==> src/rtl/mem_initiator.sv <==
// mem_initiator: requester-side sequencer for a 16x8 level-sensitive register RAM.
// Runs one request at a time through SETUP / ACCESS / HOLD and returns a response.
// Optional build macro MEM_WRITE_VERIFY_EN adds a VERIFY read-back state after writes.
module mem_initiator #(
  parameter int unsigned ADDR_W      = 4,
  parameter int unsigned DATA_W      = 8,
  parameter int unsigned WAIT_STATES = 1
) (
  input  logic              CLK,
  input  logic              RST,
  input  logic              REQ_VALID,
  output logic              REQ_READY,
  input  logic              REQ_WRITE,
  input  logic [ADDR_W-1:0] REQ_ADDR,
  input  logic [DATA_W-1:0] REQ_WDATA,
  output logic              RSP_VALID,
  input  logic              RSP_READY,
  output logic              RSP_WRITE,
  output logic [DATA_W-1:0] RSP_RDATA,
  output logic              RSP_ERR,
  output logic [ADDR_W-1:0] MEM_ADDRESS,
  output logic [DATA_W-1:0] MEM_DATA_IN,
  output logic              MEM_OPCODE,
  input  logic [DATA_W-1:0] MEM_DATA_OUT
);

  localparam int unsigned CNT_W = 3;

`ifdef MEM_WRITE_VERIFY_EN
  typedef enum logic [2:0] {S_IDLE, S_SETUP, S_ACCESS, S_HOLD, S_VERIFY, S_RESP} state_t;
`else
  typedef enum logic [2:0] {S_IDLE, S_SETUP, S_ACCESS, S_HOLD, S_RESP} state_t;
`endif

  state_t            state_q, state_d;
  logic [CNT_W-1:0]  cnt_q, cnt_d;
  logic              op_q, op_d;
  logic              req_ready_q, req_ready_d;
  logic              rsp_valid_q, rsp_valid_d;
  logic              rsp_write_q, rsp_write_d;
  logic [DATA_W-1:0] rsp_rdata_q, rsp_rdata_d;
  logic [ADDR_W-1:0] mem_addr_q, mem_addr_d;
  logic [DATA_W-1:0] mem_din_q, mem_din_d;
  logic              mem_op_q, mem_op_d;
`ifdef MEM_WRITE_VERIFY_EN
  logic              rsp_err_q, rsp_err_d;
`endif

  // Next-state and registered-output logic; the MEM_ADDRESS / MEM_DATA_IN registers
  // double as the request address/wdata latches, so they hold their value in IDLE.
  always_comb begin
    state_d     = state_q;
    cnt_d       = cnt_q;
    op_d        = op_q;
    req_ready_d = req_ready_q;
    rsp_valid_d = rsp_valid_q;
    rsp_write_d = rsp_write_q;
    rsp_rdata_d = rsp_rdata_q;
    mem_addr_d  = mem_addr_q;
    mem_din_d   = mem_din_q;
    mem_op_d    = 1'b0;
`ifdef MEM_WRITE_VERIFY_EN
    rsp_err_d   = rsp_err_q;
`endif
    case (state_q)
      S_IDLE: begin
        req_ready_d = 1'b1;
        if (REQ_VALID && req_ready_q) begin
          state_d     = S_SETUP;
          req_ready_d = 1'b0;
          op_d        = REQ_WRITE;
          mem_addr_d  = REQ_ADDR;
          mem_din_d   = REQ_WDATA;
          rsp_rdata_d = '0;
`ifdef MEM_WRITE_VERIFY_EN
          rsp_err_d   = 1'b0;
`endif
        end
      end
      S_SETUP: begin
        state_d  = S_ACCESS;
        cnt_d    = CNT_W'(WAIT_STATES);
        mem_op_d = op_q;
      end
      S_ACCESS: begin
        if (cnt_q == '0) begin
          state_d = S_HOLD;
          if (!op_q) rsp_rdata_d = MEM_DATA_OUT;
        end else begin
          cnt_d    = cnt_q - 1'b1;
          mem_op_d = op_q;
        end
      end
      S_HOLD: begin
`ifdef MEM_WRITE_VERIFY_EN
        if (op_q) begin
          state_d = S_VERIFY;
        end else begin
          state_d     = S_RESP;
          rsp_valid_d = 1'b1;
          rsp_write_d = op_q;
        end
`else
        state_d     = S_RESP;
        rsp_valid_d = 1'b1;
        rsp_write_d = op_q;
`endif
      end
`ifdef MEM_WRITE_VERIFY_EN
      S_VERIFY: begin
        state_d     = S_RESP;
        rsp_valid_d = 1'b1;
        rsp_write_d = op_q;
        rsp_rdata_d = MEM_DATA_OUT;
        rsp_err_d   = (MEM_DATA_OUT != mem_din_q);
      end
`endif
      S_RESP: begin
        if (RSP_READY) begin
          state_d     = S_IDLE;
          rsp_valid_d = 1'b0;
          req_ready_d = 1'b1;
        end
      end
      default: begin
        state_d     = S_IDLE;
        req_ready_d = 1'b1;
        rsp_valid_d = 1'b0;
      end
    endcase
  end

  // State and output registers with synchronous reset.
  always_ff @(posedge CLK) begin
    if (RST) begin
      state_q     <= S_IDLE;
      cnt_q       <= '0;
      op_q        <= 1'b0;
      req_ready_q <= 1'b1;
      rsp_valid_q <= 1'b0;
      rsp_write_q <= 1'b0;
      rsp_rdata_q <= '0;
      mem_addr_q  <= '0;
      mem_din_q   <= '0;
      mem_op_q    <= 1'b0;
`ifdef MEM_WRITE_VERIFY_EN
      rsp_err_q   <= 1'b0;
`endif
    end else begin
      state_q     <= state_d;
      cnt_q       <= cnt_d;
      op_q        <= op_d;
      req_ready_q <= req_ready_d;
      rsp_valid_q <= rsp_valid_d;
      rsp_write_q <= rsp_write_d;
      rsp_rdata_q <= rsp_rdata_d;
      mem_addr_q  <= mem_addr_d;
      mem_din_q   <= mem_din_d;
      mem_op_q    <= mem_op_d;
`ifdef MEM_WRITE_VERIFY_EN
      rsp_err_q   <= rsp_err_d;
`endif
    end
  end

  assign REQ_READY   = req_ready_q;
  assign RSP_VALID   = rsp_valid_q;
  assign RSP_WRITE   = rsp_write_q;
  assign RSP_RDATA   = rsp_rdata_q;
  assign MEM_ADDRESS = mem_addr_q;
  assign MEM_DATA_IN = mem_din_q;
  assign MEM_OPCODE  = mem_op_q;
`ifdef MEM_WRITE_VERIFY_EN
  assign RSP_ERR     = rsp_err_q;
`else
  assign RSP_ERR     = 1'b0;
`endif

endmodule

==> config.mk <==
export PLATFORM = sky130hd
export DESIGN_NAME = mem_initiator
export DESIGN_NICKNAME = d
export VERILOG_FILES = /design/src/rtl/mem_initiator.sv
export SDC_FILE = /design/constraint.sdc
export NUM_CORES = 1
export LEC_CHECK = 0
export BUFFER_PORTS_ARGS = -buffer_cell sky130_fd_sc_hd__buf_2
export CAP_MARGIN = 10
export CORE_MARGIN = 4
export CORE_UTILIZATION = 43
export DETAILED_ROUTE_END_ITERATION = 10
export GPL_TIMING_DRIVEN = 0
export PLACE_DENSITY = 0.74
export SLEW_MARGIN = 20
export SYNTH_ARGS = -nofsm -noshare
export SYNTH_HDL_FRONTEND = slang
export SYNTH_SLANG_ARGS = --single-unit
==> constraint.sdc <==
create_clock -name CLK -period 1.5 [get_ports CLK]
set_input_delay 0.15 -clock CLK [delete_from_list [all_inputs] [get_ports CLK]]
set_output_delay 0.15 -clock CLK [all_outputs]
set_load 0.005 [all_outputs]
==> flow_metrics.py <==
metrics = {
    "worst_setup_path": {
        "crit_path_top_delay_cell": "dfxtp_2",
        "critPathLaunchType": "flop",
        "arrival_ns": 1.71,
        "required_ns": 1.76,
        "r2r-start": "cnt_q[0]",
        "critPathKind": "flop to flop",
        "rr_worst_depth": 7,
        "path_cells": "inv_2 > ha_4 > nand2b_4 > buf_6 > a221oi_4 > buf_12 > mux2i_1",
        "cp_num_buf_inv": 3,
        "r2r_end": "RSP_RDATA[2]",
        "r2r_setup_slack_ns": 0.05,
        "crit_family": "buffers and inverters",
        "path_max_fanout": 8,
        "cp-end-kind": "flop",
        "max_stage_delay_ns": 0.33,
    },
    "cells_and_area": {
        "seqCellArea_sq_um": 623,
        "post-route-cell-area_sq_mm": 0.00183,
        "antennaDiodeCount": 0,
        "multi_input_area_sq_um": 704,
        "layout-drive-gt1-share_pct": 39.2,
        "layout.nets": 235,
        "nFillCells": 290,
        "fin_util_pct": 60.6,
        "area_growth_pct": 34.9,
    },
    "die": {
        "die_area_sq_mm": 0.00413,
        "initial_utilization_pct": 44.9,
        "die_y_um": 64.2,
        "fp.dieW_um": 64.2,
        "rows": 20,
        "coreArea_sq_mm": 0.00303,
        "io-pin-count": 50,
    },
    "logic_synthesis": {
        "synth_edf_count": 0,
        "ys_seq_elements": 31,
        "ys_seq_area_share_pct": 45.6,
        "yosysMostFrequentCell": "dfxtp_1",
        "syn-cell-area_sq_mm": 0.00136,
        "synth.largest_area_cell": "dfxtp_1",
        "synth_cell_types": 35,
        "synth_top_area_share_pct": 45.6,
        "netlist_top_cells_count": "dfxtp_1, a21oi_1, nand2_1",
        "synth_top_flop_cell": "dfxtp_1",
        "avgSynthCellArea_sq_um": 9.01,
        "synthCells": 151,
        "yosys_warnings": 0,
        "synthArstFlopShare_pct": 0,
        "syn_nets": 178,
        "synthTopCellsByArea": "dfxtp_1, a21oi_1, mux2i_1, nand2_1, nand3_1",
    },
    "timing": {
        "rsz0062_at_grt": "yes",
        "clock_skew_ns": 0.00670,
        "fmax_mhz": 688,
        "drv_slew": 0,
        "fin_crit_ns": 1.45,
        "fin_crit_sh_pct": 96.9,
        "hold_violations": 0,
        "setup_viol_count_final": 0,
        "fin_ws_ns": 0.0459,
    },
    "placed_design": {
        "dpl.hpwl_um": 2270,
        "globalplace.congestion": 0.717,
        "dpl_cell_area_sq_mm": 0.00165,
        "dp_slack_ns": -0.178,
        "io_buffers": 47,
    },
    "global_routing": {
        "grt_pass1_wl_um": 5530,
        "grt_use_total_pct": 16.9,
        "antenna_found_initial": 0,
        "grt_start_max_net_pins": 16,
        "grt.overflow.total": 0,
        "first_global_vias": 1234,
    },
    "flow_run": {
        "drv_cap": 0,
    },
    "drt": {
        "vias": 1267,
        "viasPerCell": 5.01,
        "wirelength_um": 3220,
        "wl_per_cell_um": 12.7,
        "firstDrtPassIters": 4,
        "drc_errors": 0,
        "drtIter0Drc": 58,
        "ant_nets": 0,
    },
    "clock_tree": {
        "cts_num_sinks": 31,
        "cts_buffers": 5,
        "cts_tree": "built",
        "cts-htree-levels": 2,
        "clkLatencyLatePin_ns": 0.33,
        "ctsRootBufferMaster": "clkbuf_4",
        "clk_pin_slew_ns": 0.10,
        "clock_path_buffers": 2,
        "cts_hold_buf": 0,
    },
    "worst_hold_path": {
        "min_to": "MEM_DATA_IN[7]",
        "min-delay-start": "REQ_WDATA[7]",
        "min_path_type": "input port to flop",
        "hold-path-cell-count": 3,
    },
    "power_and_ir_drop": {
        "ir_drop_mv": 0.739,
        "powerDensity_mw_per_mm2": 1720,
        "leakage_nw": 0.793,
        "total_power_w": 0.00316,
    },
    "status": {
        "outcome": "complete, no violations",
    },
}
==> what timing repair did <==
item | in CTS | in global routing
pin swaps | 1 | 2
gates resized for setup | 1 | 18
buffers inserted | 1 | 3
hold endpoints to repair | 0 | 0
setup endpoints to repair | 9 | 22
==> layout make-up <==
type	count	share of cell area [%]
Buffer	11	3.96
Clock buffer	6	2.80
Clock inverter	2	1.91
Inverter	4	0.819
Multi-Input combinational cell	104	38.4
Sequential cell	31	34.0
Tap cell	44	3.00
Timing Repair Buffer	51	15.1
==> metrics by stage <==
| stage | TNS [ns] | hold slack (ns) | cells |
|---|---|---|---|
| after floorplan | 0 | 0.292 | 151 |
| after global placement | -1.12 | 0.403 | 242 |
| after detailed placement | -1.61 | 0.412 | 242 |
| after CTS | 0 | 0.0442 | 250 |
| after global routing | -0.106 | 0.0507 | 253 |
| final | 0 | 0.0593 | 253 |
==> worst reg2reg max path, cell delays in order, from the launching register on <==
cell	delay (ns)
dfxtp_2	0.33
inv_2	0.08
ha_4	0.14
nand2b_4	0.05
buf_6	0.13
a221oi_4	0.31
buf_12	0.17
mux2i_1	0.18
==> worst max path at each step <==
stage / start / end / slack, ns / cells after the start
6_report: cnt_q[0] / RSP_RDATA[2] / 0.05 / 7
5_1_grt: cnt_q[0] / RSP_RDATA[0] / -0.03 / 7
4_1_cts: cnt_q[0] / RSP_RDATA[2] / 0.01 / 7
3_5_place_dp: cnt_q[0] / RSP_RDATA[4] / -0.18 / 6
3_3_place_gp: cnt_q[0] / RSP_RDATA[3] / -0.15 / 6
2_1_floorplan: cnt_q[0] / RSP_RDATA[0] / 0.002 / 6
==> power breakdown <==
| part | switching (W) | internal [W] | total (W) |
|---|---|---|---|
| clock network | 0.000282 | 0.000394 | 0.000676 |
| registers | 0.0000918 | 0.000977 | 0.00107 |
| logic | 0.000744 | 0.000673 | 0.00142 |
| total | 0.00112 | 0.00204 | 0.00316 |
==> cell families (layout without fill, tap and decap cells) <==
kind of cell               after synthesis  after routing  share of synthesized area, %
AOI/OAI and AO/OA                       41             41                          18.5
xor gates and xnor gates                 1              1                         0.644
adders and majority gates                2              2                          1.84
buffers and inverters                   16             74                          5.79
DFF                                     31             31                          45.6
muxes                                    9              9                          6.62
other                                    1              1                         0.276
and+or+nand+nor                         50             50                          20.7
==> state kept, by name (all words and copies together), names as in the netlist <==
name         cells
MEM_ADDRESS      4
MEM_DATA_IN      8
MEM_OPCODE       1
REQ_READY        1
RSP_RDATA        8
RSP_VALID        1
RSP_WRITE        1
cnt_q            3
op_q             1
state_q          3
==> placed cells by master, fill, tap and decap left out, drive strengths merged, types with 2 or more instances in the layout <==
master	n
clkbuf	12
nand2b	2
nand3b	3
nor2	3
nor3	3
ha	2
clkinv	2
dfxtp	31
nand3	13
a2111oi	2
a21oi	19
o21ai	14
nand2	18
buf	56
mux2i	9
nor3b	3
inv	3
==> metal layers <==
layer | up-vias | routed length [um] | track usage [%]
met5 | - | 0 | 0
met4 | 0 | 53 | 8.18
met3 | 7 | 192 | 6.15
met2 | 34 | 1620 | 26.9
met1 | 582 | 1360 | 20.0
li1 | 644 | - | -
(Power assumes the default switching activity.)
